`src/rtl/soc_bus_arbiter_pkg.sv`:
```
// Shared types and defaults for the SOC bus arbiter slice.
package soc_bus_arbiter_pkg;

  typedef enum logic [1:0] {
    ST_IDLE = 2'd0,
    ST_BUSY = 2'd1,
    ST_RESP = 2'd2
  } state_t;

  localparam int unsigned ADDR_W_DEF   = 24;
  localparam int unsigned TIMEOUT_DEF  = 255;
  localparam logic [31:0] ERR_DATA_DEF = 32'hDEADBEEF;

  // Watchdog width; kept at one bit when the watchdog is disabled.
  function automatic int unsigned wdog_width(input int unsigned timeout);
    return (timeout == 0) ? 1 : $clog2(timeout + 1);
  endfunction

endpackage

```
`src/rtl/soc_bus_arbiter_if.sv`:
```
// One bus segment: request/address/write side plus the ack/rdata/err response.
interface soc_bus_arbiter_if
  import soc_bus_arbiter_pkg::*;
#(
  parameter int unsigned ADDR_W = ADDR_W_DEF
);
  logic              req;
  logic [ADDR_W-1:0] addr;
  logic [3:0]        wmask;
  logic [31:0]       wdata;
  logic              ack;
  logic [31:0]       rdata;
  logic              err;

  // Side that issues requests.
  modport master (output req, addr, wmask, wdata, input ack, rdata, err);
  // Side that answers requests.
  modport slave  (input req, addr, wmask, wdata, output ack, rdata, err);
endinterface

```
`src/rtl/soc_bus_arbiter_rr_pick2.sv`:
```
// Two-way round-robin pick: a lone requester wins, a tie goes to the one not served last.
module rr_pick2 (
  input  logic req0,
  input  logic req1,
  input  logic last,
  output logic valid,
  output logic winner
);
  // Combinational winner selection.
  always_comb begin
    valid  = req0 | req1;
    winner = (req0 & req1) ? ~last : req1;
  end
endmodule

```
`src/rtl/soc_bus_arbiter.sv`:
```
// Round-robin arbiter sharing one slave bus between fetch (m0) and load/store (m1),
// one transaction at a time, with a watchdog that terminates hung slave accesses.
module soc_bus_arbiter
  import soc_bus_arbiter_pkg::*;
#(
  parameter int unsigned ADDR_W   = ADDR_W_DEF,
  parameter int unsigned TIMEOUT  = TIMEOUT_DEF,
  parameter logic [31:0] ERR_DATA = ERR_DATA_DEF
) (
  input  logic                    clk,
  input  logic                    resetn,
  soc_bus_arbiter_if.slave        m0,
  soc_bus_arbiter_if.slave        m1,
  soc_bus_arbiter_if.master       s,
  output logic                    grant_id
);

  localparam int unsigned         WDOG_W    = wdog_width(TIMEOUT);
  localparam logic [WDOG_W-1:0]   WDOG_LAST = WDOG_W'(TIMEOUT - 1);

  state_t              state_q, state_d;
  logic                last_q, last_d;
  logic                grant_q, grant_d;
  logic                s_req_q, s_req_d;
  logic [ADDR_W-1:0]   s_addr_q, s_addr_d;
  logic [3:0]          s_wmask_q, s_wmask_d;
  logic [31:0]         s_wdata_q, s_wdata_d;
  logic [WDOG_W-1:0]   wdog_q, wdog_d;
  logic                m0_ack_q, m0_ack_d, m1_ack_q, m1_ack_d;
  logic                m0_err_q, m0_err_d, m1_err_q, m1_err_d;
  logic [31:0]         m0_rdata_q, m0_rdata_d, m1_rdata_q, m1_rdata_d;

  logic                pick_valid, pick_winner;
  logic                resp_valid, resp_err;
  logic [31:0]         resp_data;
  logic                unused_inputs;

  // m0 is read-only and the slave has no error line of its own.
  assign unused_inputs = ^{m0.wmask, m0.wdata, s.err};

  rr_pick2 u_pick (
    .req0   (m0.req),
    .req1   (m1.req),
    .last   (last_q),
    .valid  (pick_valid),
    .winner (pick_winner)
  );

  // Next-state and next-output computation; acks default low so they pulse once.
  always_comb begin
    state_d    = state_q;
    last_d     = last_q;
    grant_d    = grant_q;
    s_req_d    = s_req_q;
    s_addr_d   = s_addr_q;
    s_wmask_d  = s_wmask_q;
    s_wdata_d  = s_wdata_q;
    wdog_d     = wdog_q;
    m0_ack_d   = 1'b0;
    m1_ack_d   = 1'b0;
    m0_err_d   = m0_err_q;
    m1_err_d   = m1_err_q;
    m0_rdata_d = m0_rdata_q;
    m1_rdata_d = m1_rdata_q;
    resp_valid = 1'b0;
    resp_err   = 1'b0;
    resp_data  = '0;
    case (state_q)
      ST_IDLE: begin
        if (pick_valid) begin
          state_d   = ST_BUSY;
          grant_d   = pick_winner;
          last_d    = pick_winner;
          s_req_d   = 1'b1;
          s_addr_d  = pick_winner ? m1.addr  : m0.addr;
          s_wmask_d = pick_winner ? m1.wmask : '0;
          s_wdata_d = pick_winner ? m1.wdata : '0;
          wdog_d    = '0;
        end
      end
      ST_BUSY: begin
        // A slave ack on the timeout cycle takes priority over the watchdog.
        if (s.ack && s_req_q) begin
          resp_valid = 1'b1;
          resp_data  = s.rdata;
        end else if ((TIMEOUT != 0) && (wdog_q == WDOG_LAST)) begin
          resp_valid = 1'b1;
          resp_data  = ERR_DATA;
          resp_err   = 1'b1;
        end else if (wdog_q != '1) begin
          wdog_d = wdog_q + 1'b1;
        end
        if (resp_valid) begin
          s_req_d = 1'b0;
          state_d = ST_RESP;
          if (grant_q) begin
            m1_ack_d   = 1'b1;
            m1_rdata_d = resp_data;
            m1_err_d   = resp_err;
          end else begin
            m0_ack_d   = 1'b1;
            m0_rdata_d = resp_data;
            m0_err_d   = resp_err;
          end
        end
      end
      ST_RESP: state_d = ST_IDLE;
      default: state_d = ST_IDLE;
    endcase
  end

  // State and output registers; reset leaves m0 favoured on the first tie.
  always_ff @(posedge clk or negedge resetn) begin
    if (!resetn) begin
      state_q    <= ST_IDLE;
      last_q     <= 1'b1;
      grant_q    <= 1'b0;
      s_req_q    <= 1'b0;
      s_addr_q   <= '0;
      s_wmask_q  <= '0;
      s_wdata_q  <= '0;
      wdog_q     <= '0;
      m0_ack_q   <= 1'b0;
      m1_ack_q   <= 1'b0;
      m0_err_q   <= 1'b0;
      m1_err_q   <= 1'b0;
      m0_rdata_q <= '0;
      m1_rdata_q <= '0;
    end else begin
      state_q    <= state_d;
      last_q     <= last_d;
      grant_q    <= grant_d;
      s_req_q    <= s_req_d;
      s_addr_q   <= s_addr_d;
      s_wmask_q  <= s_wmask_d;
      s_wdata_q  <= s_wdata_d;
      wdog_q     <= wdog_d;
      m0_ack_q   <= m0_ack_d;
      m1_ack_q   <= m1_ack_d;
      m0_err_q   <= m0_err_d;
      m1_err_q   <= m1_err_d;
      m0_rdata_q <= m0_rdata_d;
      m1_rdata_q <= m1_rdata_d;
    end
  end

  assign s.req    = s_req_q;
  assign s.addr   = s_addr_q;
  assign s.wmask  = s_wmask_q;
  assign s.wdata  = s_wdata_q;
  assign m0.ack   = m0_ack_q;
  assign m0.rdata = m0_rdata_q;
  assign m0.err   = m0_err_q;
  assign m1.ack   = m1_ack_q;
  assign m1.rdata = m1_rdata_q;
  assign m1.err   = m1_err_q;
  assign grant_id = grant_q;

endmodule

```
`src/flat_wrapper.sv`:
```
// flat-port wrapper written by rule: the top's interface ports become plain ports
module soc_bus_arbiter_flat import soc_bus_arbiter_pkg::*;
#(
  parameter int unsigned ADDR_W   = ADDR_W_DEF,
  parameter int unsigned TIMEOUT  = TIMEOUT_DEF,
  parameter logic [31:0] ERR_DATA = ERR_DATA_DEF
)
  (clk, resetn, grant_id, m0_req, m0_addr, m0_wmask, m0_wdata, m0_ack, m0_rdata, m0_err, m1_req, m1_addr, m1_wmask, m1_wdata, m1_ack, m1_rdata, m1_err, s_req, s_addr, s_wmask, s_wdata, s_ack, s_rdata, s_err);
  soc_bus_arbiter_if #(.ADDR_W(ADDR_W)) m0_i ();
  soc_bus_arbiter_if #(.ADDR_W(ADDR_W)) m1_i ();
  soc_bus_arbiter_if #(.ADDR_W(ADDR_W)) s_i ();
  input  logic clk;
  input  logic resetn;
  output logic grant_id;
  input wire logic [$bits(m0_i.req)-1:0] m0_req;
  input wire logic [$bits(m0_i.addr)-1:0] m0_addr;
  input wire logic [$bits(m0_i.wmask)-1:0] m0_wmask;
  input wire logic [$bits(m0_i.wdata)-1:0] m0_wdata;
  output wire logic [$bits(m0_i.ack)-1:0] m0_ack;
  output wire logic [$bits(m0_i.rdata)-1:0] m0_rdata;
  output wire logic [$bits(m0_i.err)-1:0] m0_err;
  input wire logic [$bits(m1_i.req)-1:0] m1_req;
  input wire logic [$bits(m1_i.addr)-1:0] m1_addr;
  input wire logic [$bits(m1_i.wmask)-1:0] m1_wmask;
  input wire logic [$bits(m1_i.wdata)-1:0] m1_wdata;
  output wire logic [$bits(m1_i.ack)-1:0] m1_ack;
  output wire logic [$bits(m1_i.rdata)-1:0] m1_rdata;
  output wire logic [$bits(m1_i.err)-1:0] m1_err;
  output wire logic [$bits(s_i.req)-1:0] s_req;
  output wire logic [$bits(s_i.addr)-1:0] s_addr;
  output wire logic [$bits(s_i.wmask)-1:0] s_wmask;
  output wire logic [$bits(s_i.wdata)-1:0] s_wdata;
  input wire logic [$bits(s_i.ack)-1:0] s_ack;
  input wire logic [$bits(s_i.rdata)-1:0] s_rdata;
  input wire logic [$bits(s_i.err)-1:0] s_err;
  assign m0_i.req = m0_req;
  assign m0_i.addr = m0_addr;
  assign m0_i.wmask = m0_wmask;
  assign m0_i.wdata = m0_wdata;
  assign m0_ack = m0_i.ack;
  assign m0_rdata = m0_i.rdata;
  assign m0_err = m0_i.err;
  assign m1_i.req = m1_req;
  assign m1_i.addr = m1_addr;
  assign m1_i.wmask = m1_wmask;
  assign m1_i.wdata = m1_wdata;
  assign m1_ack = m1_i.ack;
  assign m1_rdata = m1_i.rdata;
  assign m1_err = m1_i.err;
  assign s_req = s_i.req;
  assign s_addr = s_i.addr;
  assign s_wmask = s_i.wmask;
  assign s_wdata = s_i.wdata;
  assign s_i.ack = s_ack;
  assign s_i.rdata = s_rdata;
  assign s_i.err = s_err;
  soc_bus_arbiter #(.ADDR_W(ADDR_W), .TIMEOUT(TIMEOUT), .ERR_DATA(ERR_DATA)) u_core (.clk(clk), .resetn(resetn), .m0(m0_i), .m1(m1_i), .s(s_i), .grant_id(grant_id));
endmodule
```
`config.mk`:
```
export PLATFORM = sky130hd
export DESIGN_NAME = soc_bus_arbiter_flat
export DESIGN_NICKNAME = d
export VERILOG_FILES = /design/src/rtl/soc_bus_arbiter_pkg.sv /design/src/rtl/soc_bus_arbiter_if.sv /design/src/rtl/soc_bus_arbiter_rr_pick2.sv /design/src/rtl/soc_bus_arbiter.sv /design/src/flat_wrapper.sv
export SDC_FILE = /design/constraint.sdc
export NUM_CORES = 1
export LEC_CHECK = 0
export CAP_MARGIN = 20
export CORE_MARGIN = 2
export CORE_UTILIZATION = 34
export DETAILED_ROUTE_END_ITERATION = 12
export PLACE_DENSITY = 0.82
export SYNTH_ARGS = -nofsm -noshare
export SYNTH_HDL_FRONTEND = slang
export SYNTH_HIERARCHICAL = 1
export SYNTH_SLANG_ARGS = --single-unit
```
`constraint.sdc`:
```
create_clock -name clk -period 3.04 [get_ports clk]
set_input_delay 0.456 -clock clk [delete_from_list [all_inputs] [get_ports clk]]
set_output_delay 0.456 -clock clk [all_outputs]
set_load 0.005 [all_outputs]
```
==> results of run 1 <==
worst max path at each step:
stage | from | end | depth (start not counted)
after floorplan | m1_req | u_core/s.addr[10] | 5
after global placement | m1_req | u_core/s.addr[10] | 5
after detailed placement | m1_req | u_core/s.addr[10] | 5
after CTS | u_core/wdog_q[0] | u_core/m0.rdata[10] | 7
after global routing | u_core/wdog_q[0] | u_core/m0.rdata[12] | 7
final | u_core/wdog_q[0] | u_core/m0.rdata[10] | 7
cells by family after synthesis:
logic type	count (synthesis)
compound gates	152
simple gates	141
flops	141
buf+inv	34
mux	24
fa+ha+maj	2
xor+xnor	1
cell usage in the layout (no fill, tap or decap), types with 8 or more instances in the layout:
cell type / n
sky130_fd_sc_hd__dfrtp_1: 140
sky130_fd_sc_hd__nor2_1: 8
sky130_fd_sc_hd__o22a_1: 31
sky130_fd_sc_hd__mux2i_1: 24
sky130_fd_sc_hd__clkbuf_16: 17
sky130_fd_sc_hd__nand2_1: 112
sky130_fd_sc_hd__o21ai_0: 65
sky130_fd_sc_hd__clkdlybuf4s50_1: 249
sky130_fd_sc_hd__a22o_1: 16
sky130_fd_sc_hd__o32a_1: 10
through the flow:
stage               power, mW  utilization [%]  setup slack (ps)  area, µm²
floorplan                4.66                -              1340       5660
global placement         6.86             51.1               888       8390
detailed placement       6.96             51.1               848       8390
CTS                      9.05             54.7               888       8970
global route             9.51             54.7               740       8970
finish                   8.93             54.7               890       8970
power breakdown:
part	internal (mW)	switching, mW
combinational	2.19	1.41
clock	1.24	0.799
sequential	2.76	0.542
metal layers:
layer	vias up	wire, µm
li1	2270	-
met1	2227	6430
met2	242	7320
met3	22	1520
met4	0	324
met5	-	0
cell type report:
cell class,count,share of cell area (%)
flip-flops and latches,141,39.4
repair buffers,257,28.8
multi-input cells,320,22.1
clock buffers,20,4.98
well taps,220,3.07
clock inverters,12,1.51
inverters,4,0.167
sequential cells by signal (all words and copies together), names as in the netlist, 2 cells and up:
signal / count
u_core/state_q: 2
u_core/m0.rdata: 32
u_core/s.addr: 24
u_core/s.wmask: 4
u_core/m1.rdata: 32
u_core/wdog_q: 8
u_core/s.wdata: 32
cell usage after synthesis, types with 2 or more instances:
master | number | area, µm²
sky130_fd_sc_hd__nand3_1 | 5 | 25.0
sky130_fd_sc_hd__nand3_2 | 2 | 20.0
sky130_fd_sc_hd__o32a_1 | 10 | 100
sky130_fd_sc_hd__inv_2 | 2 | 7.51
sky130_fd_sc_hd__buf_2 | 4 | 20.0
sky130_fd_sc_hd__nor2_1 | 8 | 30.0
sky130_fd_sc_hd__o22a_1 | 31 | 272
sky130_fd_sc_hd__o22a_2 | 7 | 70.1
sky130_fd_sc_hd__a22o_1 | 16 | 140
sky130_fd_sc_hd__o21ai_0 | 65 | 325
sky130_fd_sc_hd__nand2_1 | 113 | 424
sky130_fd_sc_hd__a31oi_1 | 2 | 12.5
sky130_fd_sc_hd__mux2i_1 | 24 | 240
sky130_fd_sc_hd__ha_1 | 2 | 25.0
sky130_fd_sc_hd__o211ai_1 | 4 | 30.0
sky130_fd_sc_hd__buf_6 | 3 | 33.8
sky130_fd_sc_hd__dfrtp_1 | 140 | 3500
sky130_fd_sc_hd__nand2b_1 | 2 | 12.5
sky130_fd_sc_hd__clkbuf_1 | 21 | 78.8
sky130_fd_sc_hd__a21oi_1 | 4 | 20.0
sky130_fd_sc_hd__inv_1 | 2 | 7.51
critical path: stages (launching register included):
cell                      delay, ps
sky130_fd_sc_hd__dfrtp_1        410
sky130_fd_sc_hd__inv_1          110
sky130_fd_sc_hd__ha_1           170
sky130_fd_sc_hd__nand4_1        220
sky130_fd_sc_hd__o21ai_4        320
sky130_fd_sc_hd__nand2_2        210
sky130_fd_sc_hd__inv_2          400
sky130_fd_sc_hd__o32a_1         250
==> flow_summary.html, run 1 <==
<table>
<tr><th>Metric</th><th>Value</th></tr>
<tr><th colspan="2">Status</th></tr>
<tr><td>Status</td><td>finished clean</td></tr>
<tr><th colspan="2">STA</th></tr>
<tr><td>Number of hold-slack violations in the final timing report</td><td>0</td></tr>
<tr><td>Worst hold slack across all endpoints</td><td>around 22 ps</td></tr>
<tr><td>Worst slew margin</td><td>52.6%</td></tr>
<tr><td>Final total negative setup slack</td><td>0 ps</td></tr>
<tr><td>Final period utilization</td><td>a little over two thirds</td></tr>
<tr><td>Setup repair after global routing missed its margin</td><td>false</td></tr>
<tr><td>Total of endpoints with negative setup slack in the final report</td><td>0</td></tr>
<tr><td>Final Skew</td><td>roughly 16 ps</td></tr>
<tr><td>Clock period minus worst slack</td><td>around 2100 ps</td></tr>
<tr><td>Max-slew violation total from the final report</td><td>0</td></tr>
<tr><td>Slew of the pin with the lowest slew margin</td><td>between 700 and 800 ps</td></tr>
<tr><td>Peak Freq</td><td>~0.47 GHz</td></tr>
<tr><th colspan="2">CTS</th></tr>
<tr><td>CTS root buffer</td><td>sky130_fd_sc_hd__clkbuf_16</td></tr>
<tr><td>Hold-fix buffers, CTS</td><td>0</td></tr>
<tr><td>Number of buffers created by CTS</td><td>17</td></tr>
<tr><td>Post-cts resize count</td><td>0</td></tr>
<tr><td>Clock tree from TritonCTS</td><td>yes</td></tr>
<tr><td>Maximum clock insertion buffer count</td><td>2</td></tr>
<tr><td>Clock sink count</td><td>141</td></tr>
<tr><td>Clock-pin slew reported for the worst setup and hold paths after clock tree synthesis</td><td>roughly 60 ps</td></tr>
<tr><td>Post CTS Setup Buffer Count</td><td>0</td></tr>
<tr><td>Later-pin clock latency in the skew report</td><td>between 400 and 500 ps</td></tr>
<tr><td>Number of levels in the clock H-tree</td><td>4</td></tr>
<tr><th colspan="2">Synth</th></tr>
<tr><td>Synth Warn #</td><td>6</td></tr>
<tr><td>Main synth FF type</td><td>sky130_fd_sc_hd__dfrtp_1</td></tr>
<tr><td>Post-synthesis share of cell area spent on full adders, half adders and majority gates</td><td>less than 1%</td></tr>
<tr><td>Share of synthesized registers carrying an async set or reset</td><td>100%</td></tr>
<tr><td>Synthesized instance count</td><td>~500</td></tr>
<tr><td>Synthesized-area fraction occupied by xor and xnor cells</td><td>0.155%</td></tr>
<tr><td>Average cell area after synthesis</td><td>~11 µm²</td></tr>
<tr><td>Synth cell types</td><td>49</td></tr>
<tr><td>Main combinational cell family by area after synthesis</td><td>compound AO/OA/AOI/OAI gates</td></tr>
<tr><td>Fraction of the mapped netlist area in simple logic gates</td><td>10.6%</td></tr>
<tr><td>Fraction of the yosys area taken by sequential cells</td><td>between 60% and 70%</td></tr>
<tr><td>Share of synthesized area spent on multiplexers</td><td>roughly 4.2%</td></tr>
<tr><td>Synth Area in Compound Gates</td><td>19.3%</td></tr>
<tr><td>Net count after synthesis</td><td>655</td></tr>
<tr><td>Post-synthesis instance area</td><td>around 0.0057 mm²</td></tr>
<tr><td>Number of synthesized flops with an enable pin</td><td>0</td></tr>
<tr><td>Post-synthesis register bit count</td><td>141</td></tr>
<tr><th colspan="2">GRT</th></tr>
<tr><td>Pin count of the biggest net entering global routing</td><td>just under 70</td></tr>
<tr><td>Met3 global-route usage</td><td>under 10%</td></tr>
<tr><td>Antenna violations before repair</td><td>0</td></tr>
<tr><td>GR Layer Usage met2</td><td>29.8%</td></tr>
<tr><td>Wire length of the first global-routing pass</td><td>between 20 and 30 mm</td></tr>
<tr><td>Vias in the first global route</td><td>4,788</td></tr>
<tr><td>Layer carrying the most global-route usage</td><td>met2</td></tr>
<tr><td>GR Overflow Total</td><td>0</td></tr>
<tr><td>Aggregate global-route resource usage</td><td>between 10% and 20%</td></tr>
<tr><td>GR met1 Demand/Resource</td><td>22.1%</td></tr>
<tr><th colspan="2">Final layout</th></tr>
<tr><td>Antenna diode instance count</td><td>0</td></tr>
<tr><td>Sequential cell area</td><td>around 0.0035 mm²</td></tr>
<tr><td>Area used by multi-input combinational logic</td><td>0.00199 mm²</td></tr>
<tr><td>Area growth from synthesis to final layout</td><td>58.6%</td></tr>
<tr><td>Final Instance Count excl. Fillers</td><td>~970</td></tr>
<tr><td>Share of cells above drive strength 1</td><td>7.82%</td></tr>
<tr><td>Fill cell count</td><td>about 1,400</td></tr>
<tr><td>Number of nets in the layout</td><td>around 900</td></tr>
<tr><th colspan="2">Route</th></tr>
<tr><td>Wire length per cell</td><td>16.0 µm</td></tr>
<tr><td>Router iterations before antenna repair</td><td>4</td></tr>
<tr><td>First-iteration detailed-routing DRC count</td><td>233</td></tr>
<tr><td>Overall routed net length</td><td>roughly 16 mm</td></tr>
<tr><td>DRC violations left</td><td>0</td></tr>
<tr><td>Residual antenna-violating net count after detailed routing</td><td>0</td></tr>
<tr><td>Mean number of vias per cell</td><td>4.89</td></tr>
<tr><td>Overall via count from detail_route</td><td>4,761</td></tr>
<tr><th colspan="2">Critical path</th></tr>
<tr><td>Setup slack of the worst register-to-register path</td><td>890 ps</td></tr>
<tr><td>Maximum fanout encountered on the critical timing path</td><td>25</td></tr>
<tr><td>Arrival time worst endpoint</td><td>2490 ps</td></tr>
<tr><td>Reg2Reg Capture Point</td><td>u_core/m0.rdata[10]</td></tr>
<tr><td>Crit. End Element</td><td>register</td></tr>
<tr><td>Critical path required time</td><td>around 3400 ps</td></tr>
<tr><td>Number of cells traversed by the worst register-to-register path</td><td>7</td></tr>
<tr><td>Worst reg2reg startpoint</td><td>u_core/wdog_q[0]</td></tr>
<tr><td>Crit start category</td><td>register</td></tr>
<tr><td>Critical path start-end classification</td><td>reg -&gt; reg</td></tr>
<tr><th colspan="2">Die</th></tr>
<tr><td>Initial Util</td><td>34.5%</td></tr>
<tr><td>Ports</td><td>about 290</td></tr>
<tr><td>Overall die area</td><td>0.0177 mm²</td></tr>
<tr><td>Die height</td><td>roughly 130 µm</td></tr>
<tr><td>Placeable core region</td><td>0.0164 mm²</td></tr>
<tr><td>Core Rows</td><td>between 40 and 50</td></tr>
<tr><td>X dimension of the die</td><td>133 µm</td></tr>
<tr><th colspan="2">Pwr</th></tr>
<tr><td>Power per Cell Area</td><td>approximately 1000 mW/mm²</td></tr>
<tr><td>Leakage power</td><td>3.76 nW</td></tr>
<tr><td>Largest vdd supply drop</td><td>approximately 440 µV</td></tr>
<tr><th colspan="2">Flow run</th></tr>
<tr><td>Maximum Capacitance Violations</td><td>0</td></tr>
<tr><th colspan="2">Placement</th></tr>
<tr><td>Placed Instances</td><td>approximately 940</td></tr>
<tr><td>Routability congestion estimate from global placement</td><td>roughly 0.84</td></tr>
<tr><td>DP HPWL</td><td>about 11 mm</td></tr>
<tr><td>Number of buffer cells added on primary ports</td><td>250</td></tr>
<tr><th colspan="2">Worst hold path</th></tr>
<tr><td>Hold crit path type</td><td>in -&gt; async</td></tr>
</table>
Note: power is estimated with default switching activity, not from simulation.
==> inputs of run 2 (changes only) <==
==> constraint.sdc (replaced) <==
create_clock -name clk -period 2 [get_ports clk]
set_input_delay 0.3 -clock clk [delete_from_list [all_inputs] [get_ports clk]]
set_output_delay 0.3 -clock clk [all_outputs]
set_load 0.005 [all_outputs]
==> run 2 against run 1 <==
Compared with the run above:
- wire length grew 2.0%
- global-route usage grew 0.18 points
- non-clock buffer count grew 15
- critical path depth shrank 6
- register-to-register slack lost 730 ps
- cell area grew 2.1%
- first-iteration DRC count shrank 3.9%
- largest cell class unchanged
- highest routed layer unchanged
==> flow_summary.html, run 2 (synthesis results as in run 1) <==
<table>
<tr><th>Metric</th><th>Value</th></tr>
<tr><th colspan="2">CTS</th></tr>
<tr><td>Number of levels in the clock H-tree</td><td>4 (unchanged)</td></tr>
<tr><td>Clock-pin slew reported for the worst setup and hold paths after clock tree synthesis</td><td>70 ps (about the same)</td></tr>
<tr><td>Later-pin clock latency in the skew report</td><td>410 ps (about the same)</td></tr>
<tr><td>CTS root buffer</td><td>sky130_fd_sc_hd__clkbuf_16</td></tr>
<tr><td>Clock tree from TritonCTS</td><td>yes</td></tr>
<tr><td>Number of buffers created by CTS</td><td>17 (unchanged)</td></tr>
<tr><td>Maximum clock insertion buffer count</td><td>2 (unchanged)</td></tr>
<tr><td>Post-cts resize count</td><td>0 (unchanged)</td></tr>
<tr><td>Clock sink count</td><td>141 (unchanged)</td></tr>
<tr><th colspan="2">STA</th></tr>
<tr><td>Setup repair after global routing missed its margin</td><td>false</td></tr>
<tr><td>Clock period minus worst slack</td><td>between 1500 and 2000 ps</td></tr>
<tr><td>Final total negative setup slack</td><td>0 ps (unchanged)</td></tr>
<tr><td>Slew of the pin with the lowest slew margin</td><td>524 ps (-185 ps)</td></tr>
<tr><td>Number of hold-slack violations in the final timing report</td><td>0 (unchanged)</td></tr>
<tr><td>Total of endpoints with negative setup slack in the final report</td><td>0 (unchanged)</td></tr>
<tr><td>Worst hold slack across all endpoints</td><td>433 ps (+411 ps)</td></tr>
<tr><td>Final Skew</td><td>10.8 ps (-4.73 ps)</td></tr>
<tr><td>Final period utilization</td><td>94.6%</td></tr>
<tr><td>Peak Freq</td><td>0.529 GHz</td></tr>
<tr><td>Max-slew violation total from the final report</td><td>0 (unchanged)</td></tr>
<tr><td>Worst slew margin</td><td>65.1% (+12 points)</td></tr>
<tr><th colspan="2">Pwr</th></tr>
<tr><td>Power per Cell Area</td><td>1500 mW/mm² (+51%)</td></tr>
<tr><td>Largest vdd supply drop</td><td>650 µV (+47%)</td></tr>
<tr><td>Leakage power</td><td>3.84 nW (+2.1%)</td></tr>
<tr><th colspan="2">Route</th></tr>
<tr><td>Overall via count from detail_route</td><td>4,832 (+1.5%)</td></tr>
<tr><td>DRC violations left</td><td>0 (unchanged)</td></tr>
<tr><td>Residual antenna-violating net count after detailed routing</td><td>0 (unchanged)</td></tr>
<tr><td>Overall routed net length</td><td>15.9 mm (+2.0%)</td></tr>
<tr><td>Wire length per cell</td><td>16.1 µm (+0.42%)</td></tr>
<tr><td>Mean number of vias per cell</td><td>4.89 (about the same)</td></tr>
<tr><td>Router iterations before antenna repair</td><td>4 (unchanged)</td></tr>
<tr><td>First-iteration detailed-routing DRC count</td><td>224 (-3.9%)</td></tr>
<tr><th colspan="2">Critical path</th></tr>
<tr><td>Maximum fanout encountered on the critical timing path</td><td>8 (-68%)</td></tr>
<tr><td>Timing endpoint of the critical path</td><td>grant_id</td></tr>
<tr><td>Master of the slowest instance on the critical path</td><td>sky130_fd_sc_hd__clkdlybuf4s50_1</td></tr>
<tr><td>Worst reg2reg startpoint</td><td>u_core/wdog_q[0]</td></tr>
<tr><td>Crit. End Element</td><td>primary output</td></tr>
<tr><td>Arrival time worst endpoint</td><td>1590 ps (-900 ps)</td></tr>
<tr><td>Critical path start-end classification</td><td>reg -&gt; out</td></tr>
<tr><td>Reg2Reg Capture Point</td><td>u_core/m0.rdata[10]</td></tr>
<tr><td>Buffer and inverter count on the worst path</td><td>1 (-1)</td></tr>
<tr><td>Delay of the slowest critical-path stage</td><td>600 ps (+190 ps)</td></tr>
<tr><td>Logic depth of the worst path, buffers included</td><td>1 (-6)</td></tr>
<tr><td>Number of cells traversed by the worst register-to-register path</td><td>8 (+1)</td></tr>
<tr><td>Crit start category</td><td>register</td></tr>
<tr><td>Dominant delay contributor by cell family on the critical path</td><td>buffers and inverters</td></tr>
<tr><td>First element of the critical path</td><td>u_core/grant_id</td></tr>
<tr><td>Critical path required time</td><td>1700 ps (-1680 ps)</td></tr>
<tr><td>Cell-by-cell listing of the critical path</td><td>clkdlybuf4s50_1</td></tr>
<tr><td>Setup slack of the worst register-to-register path</td><td>160 ps (-730 ps)</td></tr>
<tr><th colspan="2">Die</th></tr>
<tr><td>Ports</td><td>288 (unchanged)</td></tr>
<tr><td>Overall die area</td><td>0.0177 mm² (unchanged)</td></tr>
<tr><td>Core Rows</td><td>47 (unchanged)</td></tr>
<tr><td>Die height</td><td>133 µm (unchanged)</td></tr>
<tr><td>Initial Util</td><td>34.5% (unchanged)</td></tr>
<tr><td>Placeable core region</td><td>0.0164 mm² (unchanged)</td></tr>
<tr><td>X dimension of the die</td><td>133 µm (unchanged)</td></tr>
<tr><th colspan="2">Final layout</th></tr>
<tr><td>Antenna diode instance count</td><td>0 (unchanged)</td></tr>
<tr><td>Area growth from synthesis to final layout</td><td>61.9%</td></tr>
<tr><td>Fill cell count</td><td>1,376 (-4.3%)</td></tr>
<tr><td>Utilization after layout</td><td>55.8% (+1.1 points)</td></tr>
<tr><td>Area used by multi-input combinational logic</td><td>0.00199 mm² (unchanged)</td></tr>
<tr><td>Share of cells above drive strength 1</td><td>9.75% (+1.9 points)</td></tr>
<tr><td>Number of nets in the layout</td><td>916 (+1.7%)</td></tr>
<tr><td>Top library cells by usage in the layout, fill and taps aside</td><td>sky130_fd_sc_hd__clkdlybuf4s50_1 (249), sky130_fd_sc_hd__dfrtp_1 (140), sky130_fd_sc_hd__nand2_1 (112)</td></tr>
<tr><td>Most common library cell in the layout ignoring fill and taps</td><td>sky130_fd_sc_hd__clkdlybuf4s50_1</td></tr>
<tr><td>Sequential cell area</td><td>0.00353 mm² (unchanged)</td></tr>
<tr><th colspan="2">Flow run</th></tr>
<tr><td>Maximum Capacitance Violations</td><td>0 (unchanged)</td></tr>
<tr><th colspan="2">Placement</th></tr>
<tr><td>DP HPWL</td><td>11.6 mm (+2.9%)</td></tr>
<tr><td>Routability congestion estimate from global placement</td><td>0.801 (-5.1%)</td></tr>
<tr><td>Number of buffer cells added on primary ports</td><td>250 (unchanged)</td></tr>
<tr><th colspan="2">GRT</th></tr>
<tr><td>Vias in the first global route</td><td>4,786 (-0.042%)</td></tr>
<tr><td>Wire length of the first global-routing pass</td><td>25.6 mm (+1.0%)</td></tr>
<tr><td>Layer carrying the most global-route usage</td><td>met2</td></tr>
<tr><td>GR Overflow Total</td><td>0 (unchanged)</td></tr>
<tr><td>GR Layer Usage met2</td><td>30.4% (+0.63 points)</td></tr>
<tr><td>Pin count of the biggest net entering global routing</td><td>56 (-19%)</td></tr>
<tr><td>Aggregate global-route resource usage</td><td>18.5% (+0.18 points)</td></tr>
<tr><td>GR met1 Demand/Resource</td><td>22.9% (+0.75 points)</td></tr>
<tr><td>Met3 global-route usage</td><td>7.43% (+0.27 points)</td></tr>
<tr><td>Antenna violations before repair</td><td>0 (unchanged)</td></tr>
<tr><th colspan="2">Worst hold path</th></tr>
<tr><td>Hold crit path type</td><td>in -&gt; async</td></tr>
<tr><th colspan="2">Status</th></tr>
<tr><td>Status</td><td>finished clean</td></tr>
</table>
-- run 2: power by group --
group | switching [mW] | total, mW | internal [mW]
Sequential | 0.812 | 5.00 | 4.19
Combinational | 2.19 | 5.68 | 3.50
Clock | 1.33 | 3.08 | 1.75
-- run 2: per-layer routing --
metal  share of wire (%)  wire length, µm  vias up
met1                  42             6680     2294
met3                 9.3             1470       11
met2                  48             7590      226
met5                   0                0        -
met4                0.99              157        0
li1                    -                -     2301
-- run 2: how the worst min path moves through the flow --
stage                  from                   to  slack [ps]  cells past startpoint
4_1_cts        m1_wdata[11]   u_core/s.wdata[11]         420                      3
3_5_place_dp         resetn  u_core/m1.rdata[14]         300                      1
5_1_grt        m1_wdata[24]   u_core/s.wdata[24]         430                      3
2_1_floorplan        resetn      u_core/grant_id           4                      0
6_report             resetn   u_core/m0.rdata[4]         430                      2
3_3_place_gp         resetn  u_core/m1.rdata[14]         300                      1
-- run 2: layout make-up --
type,instances,share of cell area [%]
inverters,4,0.164
repair buffers,272,30.3
multi-input cells,320,21.7
clock inverters,15,1.65
clock buffers,17,4.65
well taps,220,3.01
flip-flops and latches,141,38.6
-- run 2: repair_timing --
item,in CTS,in global routing
hold endpoints to repair,51,0
buffers inserted,0,1
hold buffers,1,0
setup endpoints to repair,0,3
-- run 2: metrics by stage --
step                      cell area (µm²)  instances  power, mW  setup WS, ps
after floorplan                      5660        495       7.08           306
after global placement               8560        955       10.6           128
after detailed placement             8560        955       10.8          98.5
after CTS                            9150        988       13.9          67.4
after global routing                 9150        989       14.7          27.3
final                                9150        989       13.8           108
==> inputs of run 3 (changes only) <==
--- a/config.mk
+++ b/config.mk
@@ -5,6 +5,7 @@
 export SDC_FILE = /design/constraint.sdc
 export NUM_CORES = 1
 export LEC_CHECK = 0
+export ABC_AREA = 0
 export CAP_MARGIN = 20
 export CORE_MARGIN = 2
 export CORE_UTILIZATION = 34
@@ -12,5 +13,4 @@
 export PLACE_DENSITY = 0.82
 export SYNTH_ARGS = -nofsm -noshare
 export SYNTH_HDL_FRONTEND = slang
-export SYNTH_HIERARCHICAL = 1
 export SYNTH_SLANG_ARGS = --single-unit
==> constraint.sdc (replaced) <==
create_clock -name clk -period 2 [get_ports clk]
set_input_delay 0.2 -clock clk [delete_from_list [all_inputs] [get_ports clk]]
set_output_delay 0.2 -clock clk [all_outputs]
set_load 0.005 [all_outputs]
==> run 3 against run 2 <==
Compared with the run above:
- hold slack lost 300 ps
- cell area decreased by 1.3%
- fmax up 13%
- non-clock buffer count is 8 lower
- sequential cell count stayed put
- register-to-register slack improved by 160 ps
==> flow_summary.html, run 3 <==
<table>
<tr><th>Metric</th><th>Value</th></tr>
<tr><th colspan="2">Status</th></tr>
<tr><td>Status</td><td>finished clean</td></tr>
<tr><th colspan="2">Synth</th></tr>
<tr><td>Most numerous cell types in the synthesized netlist</td><td>sky130_fd_sc_hd__dfrtp_1 (140), sky130_fd_sc_hd__a22o_1 (36), sky130_fd_sc_hd__o32a_2 (31)</td></tr>
<tr><td>Count leader, synth</td><td>sky130_fd_sc_hd__dfrtp_1</td></tr>
<tr><td>Net count after synthesis</td><td>587 (-10%)</td></tr>
<tr><td>Post-synthesis instance area</td><td>0.00568 mm² (+0.44%)</td></tr>
<tr><td>Share of synthesized registers carrying an async set or reset</td><td>100% (unchanged)</td></tr>
<tr><td>Synth cell types</td><td>42 (-14%)</td></tr>
<tr><td>Synthesized instance count</td><td>427 (-14%)</td></tr>
<tr><td>Average cell area after synthesis</td><td>13.3 µm² (+16%)</td></tr>
<tr><td>Ranking of synthesized cells by area</td><td>sky130_fd_sc_hd__dfrtp_1 (62%), sky130_fd_sc_hd__o32a_2 (6.1%), sky130_fd_sc_hd__a22o_1 (5.6%)</td></tr>
<tr><td>Cell taking the most area after synthesis</td><td>sky130_fd_sc_hd__dfrtp_1</td></tr>
<tr><td>Post-synthesis register bit count</td><td>141 (unchanged)</td></tr>
<tr><td>Fraction of synthesized cell area taken by the top area cell type</td><td>61.7% (-0.27 points)</td></tr>
<tr><td>Main synth FF type</td><td>sky130_fd_sc_hd__dfrtp_1</td></tr>
<tr><td>Number of synthesized flops with an enable pin</td><td>0 (unchanged)</td></tr>
<tr><td>Fraction of the yosys area taken by sequential cells</td><td>62.1% (-0.27 points)</td></tr>
<tr><td>Synth Warn #</td><td>0 (-6)</td></tr>
<tr><th colspan="2">Route</th></tr>
<tr><td>Wire length per cell</td><td>17.6 µm (+9.3%)</td></tr>
<tr><td>Router iterations before antenna repair</td><td>5 (+1)</td></tr>
<tr><td>First-iteration detailed-routing DRC count</td><td>273 (+22%)</td></tr>
<tr><td>Overall via count from detail_route</td><td>4,633 (-4.1%)</td></tr>
<tr><td>Mean number of vias per cell</td><td>5.11 (+4.6%)</td></tr>
<tr><td>Residual antenna-violating net count after detailed routing</td><td>0 (unchanged)</td></tr>
<tr><td>Overall routed net length</td><td>15.9 mm (+0.24%)</td></tr>
<tr><td>DRC violations left</td><td>0 (unchanged)</td></tr>
<tr><th colspan="2">Final layout</th></tr>
<tr><td>Utilization after layout</td><td>54.9% (-0.92 points)</td></tr>
<tr><td>Final cell area excluding filler cells</td><td>0.00903 mm² (-1.3%)</td></tr>
<tr><td>Most common library cell in the layout ignoring fill and taps</td><td>sky130_fd_sc_hd__clkdlybuf4s50_1</td></tr>
<tr><td>Final Instance Count excl. Fillers</td><td>907 (-8.3%)</td></tr>
<tr><td>Sequential cell area</td><td>0.00353 mm² (unchanged)</td></tr>
<tr><td>Share of cells above drive strength 1</td><td>13.2% (+3.5 points)</td></tr>
<tr><td>Area growth from synthesis to final layout</td><td>59.1%</td></tr>
<tr><td>Fill cell count</td><td>1,422 (+3.3%)</td></tr>
<tr><td>Top library cells by usage in the layout, fill and taps aside</td><td>sky130_fd_sc_hd__clkdlybuf4s50_1 (249), sky130_fd_sc_hd__dfrtp_1 (140), sky130_fd_sc_hd__a22o_1 (36)</td></tr>
<tr><td>Antenna diode instance count</td><td>0 (unchanged)</td></tr>
<tr><td>Number of nets in the layout</td><td>834 (-9.0%)</td></tr>
<tr><td>Area used by multi-input combinational logic</td><td>0.00194 mm² (-2.3%)</td></tr>
<tr><th colspan="2">STA</th></tr>
<tr><td>Final Skew</td><td>7.76 ps (-3.02 ps)</td></tr>
<tr><td>Final total negative setup slack</td><td>0 ps (unchanged)</td></tr>
<tr><td>Clock period minus worst slack</td><td>1680 ps (-215 ps)</td></tr>
<tr><td>Peak Freq</td><td>0.596 GHz (+13%)</td></tr>
<tr><td>Setup repair after global routing missed its margin</td><td>false</td></tr>
<tr><td>Number of hold-slack violations in the final timing report</td><td>0 (unchanged)</td></tr>
<tr><td>Slew of the pin with the lowest slew margin</td><td>724 ps (+200 ps)</td></tr>
<tr><td>Total of endpoints with negative setup slack in the final report</td><td>0 (unchanged)</td></tr>
<tr><td>Worst setup slack after layout</td><td>323 ps (+215 ps)</td></tr>
<tr><td>Max-slew violation total from the final report</td><td>0 (unchanged)</td></tr>
<tr><td>Worst slew margin</td><td>51.7% (-13 points)</td></tr>
<tr><td>Final period utilization</td><td>83.9% (-11 points)</td></tr>
<tr><th colspan="2">Critical path</th></tr>
<tr><td>Worst reg2reg startpoint</td><td>u_core.wdog_q[0]</td></tr>
<tr><td>First element of the critical path</td><td>u_core.wdog_q[0]</td></tr>
<tr><td>Crit. End Element</td><td>register</td></tr>
<tr><td>Arrival time worst endpoint</td><td>1970 ps (+380 ps)</td></tr>
<tr><td>Critical path start-end classification</td><td>reg -&gt; reg</td></tr>
<tr><td>Critical path required time</td><td>2290 ps (+590 ps)</td></tr>
<tr><td>Maximum fanout encountered on the critical timing path</td><td>25 (+17)</td></tr>
<tr><td>Number of cells traversed by the worst register-to-register path</td><td>6 (-2)</td></tr>
<tr><td>Crit start category</td><td>register</td></tr>
<tr><th colspan="2">Die</th></tr>
<tr><td>Initial Util</td><td>34.5% (about the same)</td></tr>
<tr><td>Overall die area</td><td>0.0178 mm² (+0.43%)</td></tr>
<tr><td>X dimension of the die</td><td>133 µm (+0.21%)</td></tr>
<tr><td>Die height</td><td>133 µm (+0.21%)</td></tr>
<tr><td>Placeable core region</td><td>0.0165 mm² (+0.36%)</td></tr>
<tr><td>Core Rows</td><td>47 (unchanged)</td></tr>
<tr><td>Ports</td><td>288 (unchanged)</td></tr>
<tr><th colspan="2">Pwr</th></tr>
<tr><td>Largest vdd supply drop</td><td>626 µV (-3.7%)</td></tr>
<tr><td>Total internal power</td><td>9.75 mW (+3.3%)</td></tr>
<tr><td>Combinational group share of total power</td><td>41.8% (+0.5 points)</td></tr>
<tr><td>Sequential Power Share</td><td>35.2% (-1.1 points)</td></tr>
<tr><td>Power per Cell Area</td><td>1560 mW/mm² (+4.0%)</td></tr>
<tr><td>Fraction of power consumed by the clock network</td><td>23.0% (+0.6 points)</td></tr>
<tr><td>Leakage power</td><td>3.79 nW (-1.1%)</td></tr>
<tr><td>Fraction of power spent switching nets</td><td>31.0% (-0.43 points)</td></tr>
<tr><td>Net switching power figure</td><td>4.38 mW (+1.2%)</td></tr>
<tr><th colspan="2">GRT</th></tr>
<tr><td>Pin count of the biggest net entering global routing</td><td>139 (+150%)</td></tr>
<tr><td>Vias in the first global route</td><td>4,666 (-2.5%)</td></tr>
<tr><td>Aggregate global-route resource usage</td><td>18.3% (-0.24 points)</td></tr>
<tr><td>Antenna violations before repair</td><td>0 (unchanged)</td></tr>
<tr><td>Wire length of the first global-routing pass</td><td>25.4 mm (-0.62%)</td></tr>
<tr><td>GR Overflow Total</td><td>0 (unchanged)</td></tr>
<tr><th colspan="2">CTS</th></tr>
<tr><td>Post-cts resize count</td><td>0 (unchanged)</td></tr>
<tr><td>Maximum clock insertion buffer count</td><td>2 (unchanged)</td></tr>
<tr><td>Later-pin clock latency in the skew report</td><td>410 ps (about the same)</td></tr>
<tr><td>Number of buffers created by CTS</td><td>17 (unchanged)</td></tr>
<tr><td>Number of levels in the clock H-tree</td><td>4 (unchanged)</td></tr>
<tr><td>CTS root buffer</td><td>sky130_fd_sc_hd__clkbuf_16</td></tr>
<tr><td>Clock sink count</td><td>141 (unchanged)</td></tr>
<tr><td>Clock-pin slew reported for the worst setup and hold paths after clock tree synthesis</td><td>60 ps (about the same)</td></tr>
<tr><td>Clock tree from TritonCTS</td><td>yes</td></tr>
<tr><th colspan="2">Placement</th></tr>
<tr><td>Placed Instances</td><td>874 (-8.5%)</td></tr>
<tr><td>Number of buffer cells added on primary ports</td><td>250 (unchanged)</td></tr>
<tr><td>Routability congestion estimate from global placement</td><td>0.793 (-0.94%)</td></tr>
<tr><td>DP HPWL</td><td>11.3 mm (-3.0%)</td></tr>
<tr><td>Post-Place Setup Slack</td><td>269 ps (+171 ps)</td></tr>
<tr><td>Placed Instance Area</td><td>0.00841 mm² (-1.7%)</td></tr>
<tr><th colspan="2">Flow run</th></tr>
<tr><td>Maximum Capacitance Violations</td><td>0 (unchanged)</td></tr>
<tr><th colspan="2">Worst hold path</th></tr>
<tr><td>Hold crit path type</td><td>in -&gt; async</td></tr>
</table>
run 3: per-layer routing:
| layer | vias up | GRT usage (%) | part of all wire [%] | wire length [µm] |
|---|---|---|---|---|
| met4 | 0 | 5.38 | 1.3 | 214 |
| li1 | 2150 | - | - | - |
| met2 | 214 | 30.5 | 50 | 7930 |
| met1 | 2256 | 21.6 | 39 | 6290 |
| met3 | 13 | 7.69 | 9.5 | 1510 |
| met5 | - | 0 | 0 | 0 |
run 3: what timing repair did:
item                                   in CTS  in global routing
setup buffers                               0                  0
endpoints found under the hold margin     140                  0
hold buffers                                1                  0
run 3: path summary, 6_finish.rpt:
check | slack [ps] | to
setup / recovery | 320 | u_core.m1.rdata[23]
hold / removal | 140 | u_core.m0.rdata[24]
setup reg to reg | 320 | u_core.m1.rdata[23]
hold reg to reg | 470 | u_core.s.addr[15]
max in group asynchronous | 990 | u_core.grant_id
min in group clk | 380 | u_core.s.wmask[0]
run 3: final cells by class:
cell class | count | area share (%)
clock inverter | 15 | 2.08
tap | 220 | 3.05
inverter | 5 | 0.319
clock buffer | 17 | 4.71
timing repair buffer | 264 | 29.3
sequential | 141 | 39.1
multi-input combinational | 245 | 21.5
run 3: worst max-delay path: stages (launching register included):
cell and delay (ps):
sky130_fd_sc_hd__dfrtp_1 460, sky130_fd_sc_hd__inv_1 70, sky130_fd_sc_hd__ha_1 270, sky130_fd_sc_hd__a31o_4 270, sky130_fd_sc_hd__nand2_4 140, sky130_fd_sc_hd__inv_6 120
sky130_fd_sc_hd__o32a_2 210
run 3: through the flow:
step / hold WS (ps) / total power [mW]
6_report: 136 / 14.1
5_1_grt: 112 / 15.0
2_1_floorplan: -95.6 / 7.43
3_5_place_dp: -15.8 / 11.0
4_1_cts: 108 / 14.3
3_3_place_gp: -16.5 / 10.8
run 3: cell families after synthesis:
logic type | Yosys count | synth area share, %
adders and majority gates | 2 | 0.440
AOI/OAI and AO/OA | 164 | 24.2
buffers and inverters | 41 | 4.12
muxes | 24 | 4.23
and+or+nand+nor | 55 | 4.85
DFF | 141 | 62.1
run 3: power groups by stage:
stage,Combinational (mW),Clock (mW),Sequential [mW]
2_1_floorplan,2.39,0,5.04
3_3_place_gp,5.86,0,4.95
3_5_place_dp,5.99,0,5.02
4_1_cts,6.00,3.35,4.98
5_1_grt,6.37,3.48,5.16
6_report,5.90,3.25,4.97
